$ cat src/rtl/cpu_ctrl_pkg.sv
// -----------------------------------------------------------------------------
// cpu_ctrl_pkg
// Shared definitions for the CPU_MultiCycle control path.
//   - opcode constants held in IR[31:26]
//   - 4-bit state encoding of the main control FSM
//   - ALUOp / ALUSrcB / PCSource encodings (also used by ALU control and the
//     datapath muxes)
//   - helper identifying states that retire an instruction
// -----------------------------------------------------------------------------
package cpu_ctrl_pkg;

  // Opcodes decoded by the main control FSM
  localparam logic [5:0] OP_RTYPE = 6'b000000;
  localparam logic [5:0] OP_LW    = 6'b100011;
  localparam logic [5:0] OP_SW    = 6'b101011;
  localparam logic [5:0] OP_BEQ   = 6'b000100;
  localparam logic [5:0] OP_J     = 6'b000010;
  localparam logic [5:0] OP_ADDI  = 6'b001000;

  // FSM state encoding; codes 13..15 are unused and recover to FETCH
  typedef enum logic [3:0] {
    S_FETCH  = 4'd0,
    S_DECODE = 4'd1,
    S_MEMADR = 4'd2,
    S_MEMRD  = 4'd3,
    S_MEMWB  = 4'd4,
    S_MEMWR  = 4'd5,
    S_EXEC   = 4'd6,
    S_ALUWB  = 4'd7,
    S_BRANCH = 4'd8,
    S_JUMP   = 4'd9,
    S_ADDIEX = 4'd10,
    S_ADDIWB = 4'd11,
    S_HALT   = 4'd12
  } state_t;

  // ALUOp encoding
  localparam logic [1:0] ALUOP_ADD   = 2'b00;
  localparam logic [1:0] ALUOP_SUB   = 2'b01;
  localparam logic [1:0] ALUOP_FUNCT = 2'b10;

  // ALUSrcB encoding
  localparam logic [1:0] SRCB_B      = 2'b00;
  localparam logic [1:0] SRCB_FOUR   = 2'b01;
  localparam logic [1:0] SRCB_IMM    = 2'b10;
  localparam logic [1:0] SRCB_IMM_SH = 2'b11;

  // PCSource encoding
  localparam logic [1:0] PCSRC_ALU    = 2'b00;
  localparam logic [1:0] PCSRC_ALUOUT = 2'b01;
  localparam logic [1:0] PCSRC_JUMP   = 2'b10;

  // True for the last state of every legal instruction
  function automatic logic is_terminal(input state_t s);
    logic term_s;
    case (s)
      S_MEMWB, S_MEMWR, S_ALUWB, S_BRANCH, S_JUMP, S_ADDIWB: term_s = 1'b1;
      default:                                              term_s = 1'b0;
    endcase
    return term_s;
  endfunction

endpackage

$ cat src/rtl/ctrl_output_decode.sv
// -----------------------------------------------------------------------------
// ctrl_output_decode
// Purely combinational Moore decode: FSM state -> datapath control vector.
// While rst is low every write/read enable is forced to 0 so an aborted
// instruction cannot complete a write; selects keep their state decode
// (the FSM is held in FETCH during reset, so they show FETCH values).
// Ports:
//   state        in  4  current FSM state
//   rst          in  1  active-low reset, gates the enables
//   PCWrite .. illegal  out  control signals for the datapath
// -----------------------------------------------------------------------------
module ctrl_output_decode
  import cpu_ctrl_pkg::*;
(
  input  logic [3:0] state,
  input  logic       rst,
  output logic       PCWrite,
  output logic       PCWriteCond,
  output logic       IorD,
  output logic       MemRead,
  output logic       MemWrite,
  output logic       IRWrite,
  output logic       MemtoReg,
  output logic       RegDst,
  output logic       RegWrite,
  output logic       ALUSrcA,
  output logic [1:0] ALUSrcB,
  output logic [1:0] ALUOp,
  output logic [1:0] PCSource,
  output logic       illegal
);

  logic pc_write_s, pc_write_cond_s, mem_read_s, mem_write_s;
  logic ir_write_s, reg_write_s;

  // State lookup; unlisted signals stay 0
  always_comb begin
    pc_write_s      = 1'b0;
    pc_write_cond_s = 1'b0;
    IorD            = 1'b0;
    mem_read_s      = 1'b0;
    mem_write_s     = 1'b0;
    ir_write_s      = 1'b0;
    MemtoReg        = 1'b0;
    RegDst          = 1'b0;
    reg_write_s     = 1'b0;
    ALUSrcA         = 1'b0;
    ALUSrcB         = SRCB_B;
    ALUOp           = ALUOP_ADD;
    PCSource        = PCSRC_ALU;
    illegal         = 1'b0;
    case (state)
      S_FETCH: begin
        mem_read_s = 1'b1;
        ir_write_s = 1'b1;
        ALUSrcB    = SRCB_FOUR;
        pc_write_s = 1'b1;
      end
      S_DECODE: begin
        ALUSrcB = SRCB_IMM_SH;
      end
      S_MEMADR, S_ADDIEX: begin
        ALUSrcA = 1'b1;
        ALUSrcB = SRCB_IMM;
      end
      S_MEMRD: begin
        mem_read_s = 1'b1;
        IorD       = 1'b1;
      end
      S_MEMWB: begin
        reg_write_s = 1'b1;
        MemtoReg    = 1'b1;
      end
      S_MEMWR: begin
        mem_write_s = 1'b1;
        IorD        = 1'b1;
      end
      S_EXEC: begin
        ALUSrcA = 1'b1;
        ALUOp   = ALUOP_FUNCT;
      end
      S_ALUWB: begin
        reg_write_s = 1'b1;
        RegDst      = 1'b1;
      end
      S_ADDIWB: begin
        reg_write_s = 1'b1;
      end
      S_BRANCH: begin
        ALUSrcA         = 1'b1;
        ALUOp           = ALUOP_SUB;
        pc_write_cond_s = 1'b1;
        PCSource        = PCSRC_ALUOUT;
      end
      S_JUMP: begin
        pc_write_s = 1'b1;
        PCSource   = PCSRC_JUMP;
      end
      S_HALT: begin
        illegal = 1'b1;
      end
      default: begin
        illegal = 1'b0;
      end
    endcase
  end

  // Reset gating of enables: combinational so an in-flight write drops at once
  always_comb begin
    if (rst) begin
      PCWrite     = pc_write_s;
      PCWriteCond = pc_write_cond_s;
      MemRead     = mem_read_s;
      MemWrite    = mem_write_s;
      IRWrite     = ir_write_s;
      RegWrite    = reg_write_s;
    end else begin
      PCWrite     = 1'b0;
      PCWriteCond = 1'b0;
      MemRead     = 1'b0;
      MemWrite    = 1'b0;
      IRWrite     = 1'b0;
      RegWrite    = 1'b0;
    end
  end

endmodule

$ cat src/rtl/multicycle_control.sv
// -----------------------------------------------------------------------------
// multicycle_control
// Main Moore control FSM of CPU_MultiCycle plus a retired-instruction counter.
// Ports:
//   clk          in   1  rising-edge clock
//   rst          in   1  asynchronous active-low reset
//   OPCODE       in   6  IR[31:26], sampled in DECODE and MEMADR only
//   PCWrite .. PCSource   out  datapath enables/selects (decoded from state)
//   STATE        out  4  current state encoding
//   illegal      out  1  high while in HALT
//   instr_count  out 32  retired-instruction counter (wraps)
// -----------------------------------------------------------------------------
module multicycle_control
  import cpu_ctrl_pkg::*;
(
  input  logic        clk,
  input  logic        rst,
  input  logic [5:0]  OPCODE,
  output logic        PCWrite,
  output logic        PCWriteCond,
  output logic        IorD,
  output logic        MemRead,
  output logic        MemWrite,
  output logic        IRWrite,
  output logic        MemtoReg,
  output logic        RegDst,
  output logic        RegWrite,
  output logic        ALUSrcA,
  output logic [1:0]  ALUSrcB,
  output logic [1:0]  ALUOp,
  output logic [1:0]  PCSource,
  output logic [3:0]  STATE,
  output logic        illegal,
  output logic [31:0] instr_count
);

  state_t      state_r;
  logic [31:0] instr_count_r;

  // FSM transitions and retired-instruction counter
  always_ff @(posedge clk or negedge rst) begin
    if (!rst) begin
      state_r       <= S_FETCH;
      instr_count_r <= 32'd0;
    end else begin
      case (state_r)
        S_FETCH:  state_r <= S_DECODE;
        S_DECODE: begin
          case (OPCODE)
            OP_LW, OP_SW: state_r <= S_MEMADR;
            OP_RTYPE:     state_r <= S_EXEC;
            OP_BEQ:       state_r <= S_BRANCH;
            OP_J:         state_r <= S_JUMP;
            OP_ADDI:      state_r <= S_ADDIEX;
            default:      state_r <= S_HALT;
          endcase
        end
        // Only lw/sw reach MEMADR, so anything but sw is the load path
        S_MEMADR: begin
          if (OPCODE == OP_SW) begin
            state_r <= S_MEMWR;
          end else begin
            state_r <= S_MEMRD;
          end
        end
        S_MEMRD:  state_r <= S_MEMWB;
        S_EXEC:   state_r <= S_ALUWB;
        S_ADDIEX: state_r <= S_ADDIWB;
        S_HALT:   state_r <= S_HALT;
        // Terminal states and unused codes return to FETCH
        default:  state_r <= S_FETCH;
      endcase

      if (is_terminal(state_r)) begin
        instr_count_r <= instr_count_r + 32'd1;
      end else begin
        instr_count_r <= instr_count_r;
      end
    end
  end

  assign STATE       = state_r;
  assign instr_count = instr_count_r;

  ctrl_output_decode u_decode (
    .state       (state_r),
    .rst         (rst),
    .PCWrite     (PCWrite),
    .PCWriteCond (PCWriteCond),
    .IorD        (IorD),
    .MemRead     (MemRead),
    .MemWrite    (MemWrite),
    .IRWrite     (IRWrite),
    .MemtoReg    (MemtoReg),
    .RegDst      (RegDst),
    .RegWrite    (RegWrite),
    .ALUSrcA     (ALUSrcA),
    .ALUSrcB     (ALUSrcB),
    .ALUOp       (ALUOp),
    .PCSource    (PCSource),
    .illegal     (illegal)
  );

endmodule
$ cat config.mk
export PLATFORM = sky130hd
export DESIGN_NAME = multicycle_control
export DESIGN_NICKNAME = d
export VERILOG_FILES = /design/src/rtl/cpu_ctrl_pkg.sv /design/src/rtl/ctrl_output_decode.sv /design/src/rtl/multicycle_control.sv
export SDC_FILE = /design/constraint.sdc
export NUM_CORES = 1
export LEC_CHECK = 0
export CAP_MARGIN = 0
export CORE_MARGIN = 5
export CORE_UTILIZATION = 46
export CTS_BUF_LIST = sky130_fd_sc_hd__clkbuf_16
export DETAILED_ROUTE_END_ITERATION = 16
export PLACE_DENSITY = 0.83
export SYNTH_ARGS = -nofsm -noshare
export SYNTH_HDL_FRONTEND = slang
export SYNTH_SLANG_ARGS = --single-unit
$ cat constraint.sdc
create_clock -name clk -period 2.8 [get_ports clk]
set_clock_uncertainty 0.15 [all_clocks]
set_input_delay 0.56 -clock clk [delete_from_list [all_inputs] [get_ports clk]]
set_output_delay 0.56 -clock clk [all_outputs]
set_load 0.05 [all_outputs]
After elaboration in Yosys (flattened, before gate mapping)
Index checks and enable logic that the tools add are counted.

Flip-flop bits (word level): 36. Input bits: 8. Output and inout port bits: 53. Logic and storage cells: 54.

Add/subtract/negate cells: 1. Eq/ne operators: 17. Muxes and demuxes: 24. Reduce and logical (&&, ||, !) cells: 10.

Operators by type and width (number): 32-bit by 1-bit adder with 32-bit output, second input constant (1); 4-bit one-hot mux with 7 select lines (1); 4-bit == test, second input constant (5); 4-bit one-hot mux with 5 select lines (1); 1-bit two-way mux (18); 4-bit by 3-bit == test with 1-bit output, second input constant (4); 6-bit == test, second input constant (2); 2-bit OR reduction (5); 4-bit by 2-bit == test with 1-bit output, second input constant (2); 2-bit one-hot mux with 2 select lines (2); 6-bit by 2-bit == test with 1-bit output, second input constant (1); 6-bit by 3-bit == test with 1-bit output, second input constant (1); 6-bit by 4-bit == test with 1-bit output, second input constant (1); 6-bit zero test (1); 2-bit one-hot mux with 3 select lines (1); 6-bit OR reduction (1); 4-bit by 1-bit == test with 1-bit output, second input constant (1); 4-bit zero test (1); 4-bit OR reduction (1); 3-bit two-way mux (1); 3-bit OR reduction (1).

Depth between registers and ports, before layout
Depth in word-level cells: 4. Gate-level depth with buffers: 6.

Hierarchy
Synthesis repeated with hierarchy kept, for this count alone.

Cells, all modules: 204. Area, all modules: 2110.8 sq um.

Modules (own cells, without submodules): multicycle_control (instances 1, cells each 170, area an instance 1855.5 sq um); ctrl_output_decode (instances 1, cells each 34, area an instance 255.2 sq um).

Least setup slack after synthesis
No wires, ideal clock.

Path type: reg2out. Start point: register state_r[3], in the netlist STATE[3]. End point: output port PCWrite. Data arrival time: 2722 ps. Data required time: 2090 ps. Setup slack: -632 ps. Stages on the path, launching flop included: 4. Path buffers: 1. Cell sequence: dfrtp_1 clkbuf_1 o21ai_0 nor4b_1.

Word-level cells in the longest chain between the ends: 4. Elaborated cells between the ends (all ways): 5. Those cells by class: 1 x eq/ne; 2 x mux; 2 x reduce/logical.

Ends and longest elaborated chain: from (decl) (line multicycle_control.sv:37) `state_t state_r;`; from (signal assigned) (line multicycle_control.sv:43) `state_r <= S_FETCH;`; from (signal assigned) (line multicycle_control.sv:47) `S_FETCH: state_r <= S_DECODE;`; from (signal assigned) (line multicycle_control.sv:50) `OP_LW, OP_SW: state_r <= S_MEMADR;`; 4-bit == test or 4-bit zero test (tied branches) (line ctrl_output_decode.sv:52) `case (state)`; 2-bit OR reduction (no source line) *; 1-bit two-way mux * (line ctrl_output_decode.sv:52); 1-bit two-way mux * (line ctrl_output_decode.sv:110) `if (rst) begin`; to (decl) (line multicycle_control.sv:19) `output logic PCWrite,`.

Mark *: on every way between the ends. The rest lies on a longest branch, timed or not.

Worst setup path in the final report
Start point: register state_r[3], in the netlist STATE[3]. End point: output port ALUSrcB[0].

Word-level cells in the longest chain between the ends: 3. Elaborated cells between the ends (all ways): 6. Those cells by class: 3 x eq/ne; 1 x mux; 2 x reduce/logical.

Ends and longest elaborated chain: 4-bit by 2-bit == test with 1-bit output or 4-bit == test (tied branches) (line ctrl_output_decode.sv:52); 2-bit OR reduction (line ctrl_output_decode.sv:52); 2-bit one-hot mux with 3 select lines * (line ctrl_output_decode.sv:52); to (decl) (line multicycle_control.sv:29) `output logic [1:0] ALUSrcB,`.

Marked as above.

==> results by stage <==
Global routing:
- The global-route usage over all layers is 0.1908.
- The number of global-route vias before repair is 1708.
- The first global-routing pass estimated 8100 um of wire.
- The initial antenna violation count is 0.
- The pin count of the biggest net entering global routing is 26.
- The total grt overflow is 0.

Routing:
- The average wire per cell in the routed design is 15.04 um.
- The count of antenna-violating nets left after detailed routing is 0.
- After detailed routing, the number of vias per cell comes to 5.353.
- In the routed design, unresolved DRC markers number 0.
- For this block, the initial DRC count from the detailed router was 104.
- The routed design has 4769 um of wire.
- Across all layers, the routed design uses 1697 vias.
- The first-pass iteration count of the detailed router is 4.

Synth:
- The most instantiated library cell after synthesis is sky130_fd_sc_hd__dfrtp_1.
- The fraction of registers with async set or reset after synthesis is 1.000.
- In the synthesized netlist the dominant register cell turns out to be sky130_fd_sc_hd__dfrtp_1.
- The number of cells produced by synthesis is 199.
- Of the post-synthesis cell area, the dominant cell type holds 0.4765.
- The number of synthesized flops with an enable pin is 0.
- Sorting the synthesized cells by how often they occur yields 36 x sky130_fd_sc_hd__dfrtp_1, 22 x sky130_fd_sc_hd__nor2_1, 21 x sky130_fd_sc_hd__nand2_1.
- Counting every net in the synthesized netlist gives 208.
- Yosys printed 0 warnings.
- The cell taking the most area after synthesis is sky130_fd_sc_hd__dfrtp_1.
- The sequential share of the synthesized area is 0.4765.
- The synthesized area per cell is 9.500 um2.
- By area the synthesized netlist is led by sky130_fd_sc_hd__dfrtp_1 48%, sky130_fd_sc_hd__xor2_1 8.3%, sky130_fd_sc_hd__xnor2_1 7.4%.
- The synthesized netlist occupies a cell area of 1891 um2.
- The post-synthesis register bit count is 36.
- The number of unique standard cell types used by synthesis is 34.

CTS:
- In this run the number of H-tree levels came out at 2.
- Clock-pin slew was measured on the worst setup and hold paths at 0.05 ns.
- The count of buffers added by post-CTS timing repair for setup is 0.
- At the later pin of the worst-skew pair, clock insertion delay measures 0.28 ns.
- The clock drives 36 sinks.
- The total CTS buffers is 5.
- In this run, post-CTS hold repair placed 0 buffers.
- The post-cts gate resize count is 0.
- Counting along the longest clock path gives a buffer depth of 2.
- The clock tree from TritonCTS is built.
- The cell sitting at the root of the clock tree is a sky130_fd_sc_hd__clkbuf_16.

Critical path:
- STA classifies the critical path endpoint as a primary output.
- The slowest stage cell on the critical path is sky130_fd_sc_hd__clkdlybuf4s50_1.
- The kind of cell adding the most delay to the critical path is buffers and inverters.
- The required time of the critical path is 2.09 ns.
- The worst setup path is launched from a flop.
- The critical path is of the reg2out type.
- Along the worst path, the maximum fanout reaches 10.
- In this run the register-to-register setup slack is 0.34 ns.
- The critical path goes through nor3_1, clkdlybuf4s50_1.
- Data arrives at the worst endpoint at 1.94 ns.
- The largest single stage delay on the critical path is 0.86 ns.
- The combined buffer and inverter count along the critical path is 1.
- In this run the critical register-to-register path is launched from STATE[3].
- The origin of the worst setup path is STATE[3].

Timing:
- The transition time at the pin with the least slew margin is 0.5214 ns.
- The number of hold-slack violations in the final timing report is 0.
- The maximum operating frequency is 378.0 MHz.
- Setup repair after global routing left no endpoint under its margin.
- The normalized max-slew margin is 0.6513.
- The smallest clock period supported by the final layout is computed as 2.645 ns.
- The number of slew-limit violations in the final report is 0.
- Hold is met by 0.03261 ns.
- After routing, the total negative slack on setup checks comes to 0 ns.
- Setup violations remaining at the end of the flow were counted as 0.
- The post-route clock period utilization is 0.9447.

Place:
- The wire-length estimate of the detail-placed layout is 3558 um.
- Once placement completed, the tool counted placed cells totaling 309.
- Buffers placed on the I/O ports in this run total 60.
- The placement-stage cell area is 2661 um2.
- Routability-driven placement finished with a final weighted congestion of 0.8646.

Floorplanning:
- The standard-cell row count is 23.
- The die width is 74.11 um.
- The area of the die is 5492 um2.
- The die is 74.11 um tall.
- After floorplanning, the core was sized to cover 4000 um2.
- The initial utilization of the core area, before any placement, comes to 0.4726.
- The number of I/O pins is 61.

Power and ir drop:
- The worst-case IR drop observed on VDD is 0.7927 mV.
- The analysis attributes to cell leakage a power of 0.001230 uW.
- The power density relative to cell area is 885.9 nW/um2.

Job:
- Across the run, the number of max-cap violations was 0.

Final layout:
- The final core utilization is 0.7000.
- The number of antenna diodes in the final layout is 0.
- The post-route cell area is 2800 um2.
- Across the whole layout, storage elements account for 900.9 um2.
- Leaving out filler cells and counting taps, the final layout contains 317.
- Compared with the post-synthesis result, the final layout area differs by 48.11%.
- The proportion of layout cells with a drive suffix above 1 is 0.1536.
- The area taken by multi-input logic gates is 987.2 um2.
- After the last flow step, the layout net total stands at 275.
- The count of fill cells added during filler insertion is 330.

Worst hold path:
- The min-delay analysis places its worst path in the category in2async.

Status:
- The flow ran to the end, and the final reports show no timing, DRC or antenna violations.
-- power by group --
part           internal (uW)  switching, uW
combinational            455            806
clock                    323            200
sequential               585            112
-- state kept, by name (all words and copies together) (netlist names) --
signal / count
instr_count: 32
STATE: 4
-- layout make-up --
class                           count  area share
Multi-Input combinational cell    151      0.3525
Sequential cell                    36      0.3217
Timing Repair Buffer               66      0.2458
Clock buffer                        5     0.04468
Tap cell                           50     0.02234
Inverter                            6    0.008043
Clock inverter                      3    0.004915
-- kinds of logic after synthesis --
family,count (synthesis),share of synthesized area
AND/OR/NAND/NOR,101,0.2813
adder cells (fa/ha/maj),1,0.006617
buffers and inverters,12,0.02647
AO/OA/AOI/OAI,14,0.04567
flip-flops,36,0.4765
multiplexers,1,0.005956
XOR/XNOR,34,0.1575
-- metrics by stage --
| stage | power, uW | setup WS, ns |
|---|---|---|
| detailed placement | 1968 | 0.4016 |
| CTS | 2500 | 0.1477 |
| floorplan | 1506 | -0.1687 |
| global placement | 1950 | 0.4834 |
| global route | 2597 | 0.1021 |
| finish | 2481 | 0.1548 |
-- final timing paths --
kind                                   end  depth (start not counted)
setup / recovery                ALUSrcB[0]                          2
hold / removal              instr_count[8]                          1
setup reg to reg           instr_count[31]                          5
hold reg to reg            instr_count[10]                          1
max in group asynchronous  instr_count[23]                          2
min in group clk           instr_count[10]                          1
-- cell usage in the layout (no fill, tap or decap), types with 2 or more instances in the layout --
master and count:
sky130_fd_sc_hd__nor4_1 4, sky130_fd_sc_hd__or3_1 2, sky130_fd_sc_hd__xnor2_1 16, sky130_fd_sc_hd__nor3_1 15, sky130_fd_sc_hd__nor2_1 22, sky130_fd_sc_hd__o21ai_0 4, sky130_fd_sc_hd__nor3b_2 2, sky130_fd_sc_hd__dfrtp_1 36
sky130_fd_sc_hd__buf_4 15, sky130_fd_sc_hd__clkbuf_16 5, sky130_fd_sc_hd__xor2_1 18, sky130_fd_sc_hd__nand3_1 12, sky130_fd_sc_hd__a21oi_1 3, sky130_fd_sc_hd__and3_1 3, sky130_fd_sc_hd__nand2_1 21, sky130_fd_sc_hd__buf_12 7
sky130_fd_sc_hd__clkdlybuf4s50_1 43, sky130_fd_sc_hd__nand4_1 5, sky130_fd_sc_hd__nor3_2 3, sky130_fd_sc_hd__nand2b_1 4, sky130_fd_sc_hd__inv_1 6, sky130_fd_sc_hd__clkinv_2 2
-- layer usage --
metal | track usage | part of all wire
met2 | 0.3169 | 0.49
met1 | 0.2372 | 0.42
met4 | 0.05433 | 0.0096
met5 | 0 | 0
met3 | 0.06351 | 0.082
Power figures use the tool's default switching activity.
